==> src/rtl/viterbi_pkg.sv <==
// Shared types and constants for the Viterbi traceback stage.
// The trellis helper encodes the predecessor rule used during traceback.
package viterbi_pkg;

    localparam int STATE_W    = 3;
    localparam int NUM_STATES = 1 << STATE_W;

    typedef logic [STATE_W-1:0]    state_t;
    typedef logic [NUM_STATES-1:0] surv_col_t;

    typedef enum logic [1:0] {
        FILL  = 2'd0,
        TRACE = 2'd1,
        EMIT  = 2'd2
    } tb_state_e;

    // Shift the selection bit in at the LSB: the state one step earlier in time.
    function automatic state_t predecessor(input state_t s, input logic sel);
        return {s[STATE_W-2:0], sel};
    endfunction

endpackage

==> src/rtl/viterbi_traceback_if.sv <==
// Survivor-column input stream and decoded-bit output stream of the traceback stage.
// The slave modport is the traceback block; master is the surrounding decoder/consumer.
interface viterbi_traceback_if;
    import viterbi_pkg::*;

    logic      surv_valid;
    logic      surv_ready;
    surv_col_t surv_bits;
    logic      surv_last;

    logic      dec_valid;
    logic      dec_ready;
    logic      dec_bit;
    logic      dec_last;

    modport master (
        output surv_valid, surv_bits, surv_last, dec_ready,
        input  surv_ready, dec_valid, dec_bit, dec_last
    );

    modport slave (
        input  surv_valid, surv_bits, surv_last, dec_ready,
        output surv_ready, dec_valid, dec_bit, dec_last
    );

endinterface

==> src/rtl/survivor_mem.sv <==
// Frame buffer of ACS selection columns: one synchronous write port and one
// combinational read port so traceback can advance one trellis step per cycle.
module survivor_mem
    import viterbi_pkg::*;
#(
    parameter int DEPTH  = 64,
    parameter int ADDR_W = 6
) (
    input  logic              clk_i,
    input  logic              we_i,
    input  logic [ADDR_W-1:0] waddr_i,
    input  surv_col_t         wdata_i,
    input  logic [ADDR_W-1:0] raddr_i,
    output surv_col_t         rdata_o
);

    surv_col_t mem_q [DEPTH];

    always_ff @(posedge clk_i) begin
        if (we_i) begin
            mem_q[waddr_i] <= wdata_i;
        end
    end

    assign rdata_o = mem_q[raddr_i];

endmodule

==> src/rtl/viterbi_traceback.sv <==
// Survivor capture, traceback from state 0 and forward-order emission of decoded bits.
// The tail-terminated frame is walked backwards once, then replayed from the bit buffer.
module viterbi_traceback
    import viterbi_pkg::*;
#(
    parameter int MAX_LEN = 64,
    parameter int TAIL    = STATE_W
) (
    input  logic                clk_i,
    input  logic                rst_ni,
    viterbi_traceback_if.slave  bus,
    output logic                frame_err_o,
    output logic                busy_o
);

    localparam int PTR_W  = $clog2(MAX_LEN + 1);
    localparam int ADDR_W = (MAX_LEN > 1) ? $clog2(MAX_LEN) : 1;

    localparam logic [PTR_W-1:0] LAST_PTR = PTR_W'(MAX_LEN - 1);
    localparam logic [PTR_W-1:0] TAIL_LEN = PTR_W'(TAIL);
    localparam logic [PTR_W-1:0] ONE      = PTR_W'(1);

    tb_state_e        state_q;
    logic [PTR_W-1:0] wrPtr_q;
    logic [PTR_W-1:0] len_q;
    logic [PTR_W-1:0] t_q;
    logic [PTR_W-1:0] r_q;
    state_t           cur_q;
    logic             survReady_q;
    logic             decValid_q;
    logic             decBit_q;
    logic             decLast_q;
    logic             frameErr_q;
    logic             busy_q;

    logic [MAX_LEN-1:0] bitBuf_q;

    logic             colAccept;
    logic             colSel;
    state_t           curNext;
    logic [PTR_W-1:0] lastIdx;
    logic [PTR_W-1:0] rNext;
    surv_col_t        rdCol;

    assign colAccept = bus.surv_valid & survReady_q;
    assign colSel    = rdCol[cur_q];
    assign curNext   = predecessor(cur_q, colSel);
    assign lastIdx   = len_q - TAIL_LEN - ONE;
    assign rNext     = r_q + ONE;

    survivor_mem #(
        .DEPTH  (MAX_LEN),
        .ADDR_W (ADDR_W)
    ) u_mem (
        .clk_i   (clk_i),
        .we_i    (colAccept),
        .waddr_i (wrPtr_q[ADDR_W-1:0]),
        .wdata_i (bus.surv_bits),
        .raddr_i (t_q[ADDR_W-1:0]),
        .rdata_o (rdCol)
    );

    // Bit buffer is plain storage: every entry read in EMIT was written during TRACE.
    always_ff @(posedge clk_i) begin
        if (state_q == TRACE) begin
            bitBuf_q[t_q[ADDR_W-1:0]] <= cur_q[STATE_W-1];
        end
    end

    always_ff @(posedge clk_i or negedge rst_ni) begin
        if (!rst_ni) begin
            state_q     <= FILL;
            wrPtr_q     <= '0;
            len_q       <= '0;
            t_q         <= '0;
            r_q         <= '0;
            cur_q       <= '0;
            survReady_q <= 1'b1;
            decValid_q  <= 1'b0;
            decBit_q    <= 1'b0;
            decLast_q   <= 1'b0;
            frameErr_q  <= 1'b0;
            busy_q      <= 1'b0;
        end else begin
            frameErr_q <= 1'b0;
            unique case (state_q)
                FILL: begin
                    if (colAccept) begin
                        wrPtr_q <= wrPtr_q + ONE;
                        if (bus.surv_last || (wrPtr_q == LAST_PTR)) begin
                            len_q       <= wrPtr_q + ONE;
                            t_q         <= wrPtr_q;
                            cur_q       <= '0;
                            survReady_q <= 1'b0;
                            busy_q      <= 1'b1;
                            frameErr_q  <= ~bus.surv_last;
                            state_q     <= TRACE;
                        end
                    end
                end

                TRACE: begin
                    cur_q <= curNext;
                    t_q   <= t_q - ONE;
                    if (t_q == '0) begin
                        if (len_q <= TAIL_LEN) begin
                            frameErr_q  <= 1'b1;
                            wrPtr_q     <= '0;
                            survReady_q <= 1'b1;
                            busy_q      <= 1'b0;
                            state_q     <= FILL;
                        end else begin
                            // Step 0's bit lands in the buffer this same edge, so forward it.
                            r_q        <= '0;
                            decValid_q <= 1'b1;
                            decBit_q   <= cur_q[STATE_W-1];
                            decLast_q  <= (lastIdx == '0);
                            state_q    <= EMIT;
                        end
                    end
                end

                EMIT: begin
                    if (decValid_q && bus.dec_ready) begin
                        if (r_q == lastIdx) begin
                            decValid_q  <= 1'b0;
                            decLast_q   <= 1'b0;
                            wrPtr_q     <= '0;
                            survReady_q <= 1'b1;
                            busy_q      <= 1'b0;
                            state_q     <= FILL;
                        end else begin
                            r_q       <= rNext;
                            decBit_q  <= bitBuf_q[rNext[ADDR_W-1:0]];
                            decLast_q <= (rNext == lastIdx);
                        end
                    end
                end

                default: begin
                    state_q <= FILL;
                end
            endcase
        end
    end

    assign bus.surv_ready = survReady_q;
    assign bus.dec_valid  = decValid_q;
    assign bus.dec_bit    = decBit_q;
    assign bus.dec_last   = decLast_q;
    assign frame_err_o    = frameErr_q;
    assign busy_o         = busy_q;

endmodule
==> src/flat_wrapper.sv <==
// flat-port wrapper written by rule: the top's interface ports become plain ports
module viterbi_traceback_flat import viterbi_pkg::*;
#(
    parameter int MAX_LEN = 64,
    parameter int TAIL    = STATE_W
)
  (clk_i, rst_ni, frame_err_o, busy_o, bus_surv_valid, bus_surv_bits, bus_surv_last, bus_dec_ready, bus_surv_ready, bus_dec_valid, bus_dec_bit, bus_dec_last);
  viterbi_traceback_if bus_i ();
  input  logic clk_i;
  input  logic rst_ni;
  output logic frame_err_o;
  output logic busy_o;
  input wire logic [$bits(bus_i.surv_valid)-1:0] bus_surv_valid;
  input wire logic [$bits(bus_i.surv_bits)-1:0] bus_surv_bits;
  input wire logic [$bits(bus_i.surv_last)-1:0] bus_surv_last;
  input wire logic [$bits(bus_i.dec_ready)-1:0] bus_dec_ready;
  output wire logic [$bits(bus_i.surv_ready)-1:0] bus_surv_ready;
  output wire logic [$bits(bus_i.dec_valid)-1:0] bus_dec_valid;
  output wire logic [$bits(bus_i.dec_bit)-1:0] bus_dec_bit;
  output wire logic [$bits(bus_i.dec_last)-1:0] bus_dec_last;
  assign bus_i.surv_valid = bus_surv_valid;
  assign bus_i.surv_bits = bus_surv_bits;
  assign bus_i.surv_last = bus_surv_last;
  assign bus_i.dec_ready = bus_dec_ready;
  assign bus_surv_ready = bus_i.surv_ready;
  assign bus_dec_valid = bus_i.dec_valid;
  assign bus_dec_bit = bus_i.dec_bit;
  assign bus_dec_last = bus_i.dec_last;
  viterbi_traceback #(.MAX_LEN(MAX_LEN), .TAIL(TAIL)) u_core (.clk_i(clk_i), .rst_ni(rst_ni), .bus(bus_i), .frame_err_o(frame_err_o), .busy_o(busy_o));
endmodule
==> config.mk <==
export PLATFORM = sky130hd
export DESIGN_NAME = viterbi_traceback_flat
export DESIGN_NICKNAME = d
export VERILOG_FILES = /design/src/rtl/viterbi_pkg.sv /design/src/rtl/viterbi_traceback_if.sv /design/src/rtl/survivor_mem.sv /design/src/rtl/viterbi_traceback.sv /design/src/flat_wrapper.sv
export SDC_FILE = /design/constraint.sdc
export NUM_CORES = 1
export LEC_CHECK = 0
export BUFFER_PORTS_ARGS = -buffer_cell sky130_fd_sc_hd__buf_2
export CORE_MARGIN = 5
export CORE_UTILIZATION = 37
export DETAILED_ROUTE_END_ITERATION = 8
export HOLD_SLACK_MARGIN = 0.1
export SYNTH_ARGS = -nofsm -noshare
export SYNTH_HDL_FRONTEND = slang
export SYNTH_SLANG_ARGS = --single-unit
export TNS_END_PERCENT = 20
==> constraint.sdc <==
create_clock -name clk_i -period 2.6 [get_ports clk_i]
set_input_delay 0.13 -clock clk_i [delete_from_list [all_inputs] [get_ports clk_i]]
set_output_delay 0.13 -clock clk_i [all_outputs]
set_load 0.005 [all_outputs]
==> summary.md <==
| Metric | Value |
|---|---|
| Die Ht | 273.6 um |
| NumNets Final | approximately 1.8k |
| Gate Count Post-Synth | around 1.6k |
| Cell at the root of the clock tree | clkbuf_16 |
| Grt ovf | 0 |
| Vias in the first global route | between 15k and 20k |
| Clock share of power | 0.462 |
| Total CTS buffers | between 60 and 70 |
| Starting density of the core | 0.3741 |
| Max Slew Vio Count | 0 |
| Fillers | ~6.0k |
| Antenna violations before repair | 0 |
| Worst-Margin Slew | a little under 1 ns |
| Pin count of the biggest net entering global routing | between 60 and 70 |
| Minimum clock period | between 2 and 3 ns |
| DR vias | 15.62k |
| Final core occ | 0.4536 |
| RSZ-0062 raised after global routing | true |
| Slew headroom | 0.3430 |
| Routed length per placed instance | ~25 um |
| Compound-gate portion of the synthesized area | 0.07832 |
| Die Area | ~0.075 mm2 |
| Final Setup Violations | 1 |
| CP required | between 3 and 4 ns |
| Top Ports | 19 |
| GP Congestion | a little over 0.9 |
| Port bufs | 18 |
| Clock buffer depth | 3 |
| Register area share after synthesis | 0.7109 |
| Post-synthesis simple-gate area fraction | 0.06493 |
| First-pass GRT wire length | between 100 and 150 mm |
| Core ar. | between 0.06 and 0.07 mm2 |
| Multi-input gate area | 0.006973 mm2 |
| Area share of the largest cell type after synthesis | 0.6729 |
| CP Launch Point | u_core.t_q[2]$_DFFE_PN0P_ |
| Critical path type | reg2reg |
| Syn Nets | about 1.6k |
| Total power per unit cell area | approximately 660 mW/mm2 |
| Synthesis Warnings | 0 |
| CP Max Fanout | 11 |
| Reg2reg start | u_core.t_q[2]$_DFFE_PN0P_ |
| Place WS | -0.08881 ns |
| Main combinational cell family by area after synthesis | multiplexers |
| Leak | slightly above 10 nW |
| Die width | 273.6 um |
| Synth Register Bits | around 620 |
| DR pass1 iterations | 6 |
| Final hold vios | 0 |
| Setup_tns | -0.07017 ns |
| Iter 0 DRT Violations | 1803 |
| EDFF count, synth | approximately 580 |
| Fmax | ~370 MHz |
| Largest cells by area after synthesis | edfxtp_1 (67%), mux4_2 (5.7%), dfrtp_1 (3.7%) |
| Post-DP HPWL | around 47 mm |
| Switching Fraction | 0.2057 |
| Post-DR vias/cell | 5.572 |
| Synth area leader | edfxtp_1 |
| Startpoint Class | flip-flop |
| MaxCap Viol Count | 0 |
| Psw | between 4 and 5 mW |
| Failing checks | setup timing |
| Unique cell type count in the Yosys netlist | 86 |
| Total GRT Usage | 0.1871 |
| Seq pwr share | 0.528 |
| Status | complete, but fails checks |
| Antenna Nets Post-Route | 0 |
| Adder-cell area share of the yosys netlist | 0.004868 |
| Setup WS post-layout | -0.07017 ns |
| Hold_ws | 0.1041 ns |
| CTS tree | done |
| Main flop type after synthesis | edfxtp_1 |
| Int Power | approximately 16 mW |
| Async S/R FF share, synth | 0.06341 |
| Layout cells sized above 1 | 0.3114 |
| CTS H-tree lvls | 3 |
| Detailed-route DRC error count | 0 |
| Final instance area | about 0.031 mm2 |
| WL final | just over 70 mm |
| FP Rows | between 90 and 100 |
| Maximum vdd drop | roughly 550 uV |
| Mux contribution to synthesized area | 0.1039 |
| Xor/xnor cell area share of the yosys netlist | 0.009054 |
| Post-Syn Area | between 0.02 and 0.03 mm2 |
| Clock net sink count | 615 |
| Syn avg cell area | between 15 and 20 um2 |
| Fin crit share | 1.027 |
| Comb power frac | 0.009 |
| Skew-Pair Late Insertion Delay | ~0.63 ns |
| Clock-pin slew of the registers on the worst-case setup and hold paths | about 0.060 ns |
| Reg area | 0.01829 mm2 |
| Hold Path Class | in2reg |
| Placed cell area | between 0.02 and 0.03 mm2 |
| Worst setup EP type | flip-flop |
| Synth-to-layout area growth | 21.24% |
| Worst hold path startpoint | bus_dec_ready |
| Clock Skew | about 0.038 ns |
| CP arrival | ~3.2 ns |
| Antenna cells | 0 |
==> synthesized netlist by cell type (all sizes together), types with 5 or more instances <==
cell,number
nand2,59
a31oi,7
or3b,5
edfxtp,576
nand3,29
o211ai,10
mux4,69
inv,17
and2,5
xor2,9
a22oi,15
nor2,163
nor3,8
xnor2,15
nor2b,5
a221oi,42
and3,8
buf,70
ha,10
a221o,19
o31ai,7
a211oi,7
a22o,15
o22ai,21
dfrtp,38
a21oi,37
nand2b,11
mux2i,56
o2bb2ai,7
o21ai,56
mux2,48
or3,5
nand3b,11
or2,13
clkbuf,35
==> per-layer routing <==
metal | vias up | global-route usage | wire length (um)
met2 | 754 | 0.2925 | 32960
met4 | 0 | 0.05828 | 2445
met5 | - | 0 | 0
met3 | 132 | 0.03567 | 5602
met1 | 7986 | 0.2670 | 30170
li1 | 6747 | - | -
==> worst max-delay path, stage by stage, from the launching register on <==
cell,delay (ns)
dfrtp_4,0.51
buf_4,0.16
buf_12,0.14
buf_4,0.14
mux2_1,0.31
a221o_1,0.29
a221o_1,0.36
and3_1,0.18
nor4b_2,0.22
a311o_1,0.17
a32oi_1,0.06
==> worst paths after layout <==
kind                                                 end  slack, ns  cells after the start
setup reg to reg             u_core.cur_q[0]$_DFFE_PN0P_      -0.07                     10
setup / recovery             u_core.cur_q[0]$_DFFE_PN0P_      -0.07                     10
max in group asynchronous      u_core.t_q[0]$_DFFE_PN0P_       1.65                      2
min in group asynchronous      u_core.r_q[1]$_DFFE_PN0P_       0.21                      2
hold reg to reg                u_core.busy_o$_DFFE_PN0P_       0.52                      2
hold / removal             u_core.state_q[0]$_DFFE_PN0P_       0.10                      5
==> cells by family after synthesis <==
| logic type | count (synthesis) |
|---|---|
| compound gates | 276 |
| xor+xnor | 25 |
| fa+ha+maj | 10 |
| buf+inv | 122 |
| flops | 615 |
| mux | 173 |
| simple gates | 347 |
==> placed cells by master (no fill, tap or decap), types with 11 or more instances in the layout <==
| cell type | instances |
|---|---|
| buf_12 | 23 |
| clkbuf_16 | 67 |
| xnor2_1 | 15 |
| a22o_1 | 15 |
| mux4_2 | 66 |
| nor2_1 | 160 |
| buf_4 | 236 |
| nand3_1 | 28 |
| buf_2 | 18 |
| o21ai_0 | 45 |
| clkinv_2 | 11 |
| nand2_1 | 57 |
| dfrtp_1 | 35 |
| edfxtp_1 | 576 |
| a22oi_1 | 12 |
| a221o_1 | 19 |
| mux2i_1 | 53 |
| inv_1 | 13 |
| o22ai_1 | 15 |
| a21oi_1 | 34 |
| a221oi_1 | 36 |
| nand3b_1 | 11 |
| mux2_2 | 46 |
==> what timing repair did <==
item,CTS,global route
hold buffers,5,0
hold endpoints to repair,96,0
pin swaps,1,13
buffers inserted,3,19
gates resized for setup,17,67
setup endpoints to repair,9,19
==> flip-flops by register name, indices dropped and copies added, names as in the netlist <==
name and count:
u_core.bitBuf_q 64, u_core.bus.dec_bit 1, u_core.bus.dec_last 1, u_core.bus.dec_valid 1
u_core.bus.surv_ready 1, u_core.busy_o 1, u_core.cur_q 3, u_core.frame_err_o 1
u_core.len_q 7, u_core.r_q 7, u_core.state_q 2, u_core.t_q 7
u_core.u_mem.mem_q 512, u_core.wrPtr_q 7
==> layout make-up <==
type | count | area share
timing repair buffer | 293 | 0.08046
clock inverter | 40 | 0.01465
tap | 931 | 0.03738
multi-input combinational | 831 | 0.2238
inverter | 17 | 0.002128
clock buffer | 76 | 0.05488
sequential | 615 | 0.5867
==> power by group through the flow <==
stage	registers, mW	logic (mW)	clock network [mW]
2_1_floorplan	11.0	0.000250	0
3_3_place_gp	11.0	0.177	0
3_5_place_dp	11.0	0.186	0
4_1_cts	10.8	0.191	9.63
5_1_grt	10.8	0.203	10.1
6_report	10.8	0.189	9.45
==> stage by stage <==
stage               power (mW)  instances
finish                   20.44       2803
global route             21.07       2803
CTS                      20.62       2784
detailed placement       11.20       2660
global placement         11.19       2660
floorplan                11.01       1568
Note: power is estimated with default switching activity, not from simulation.
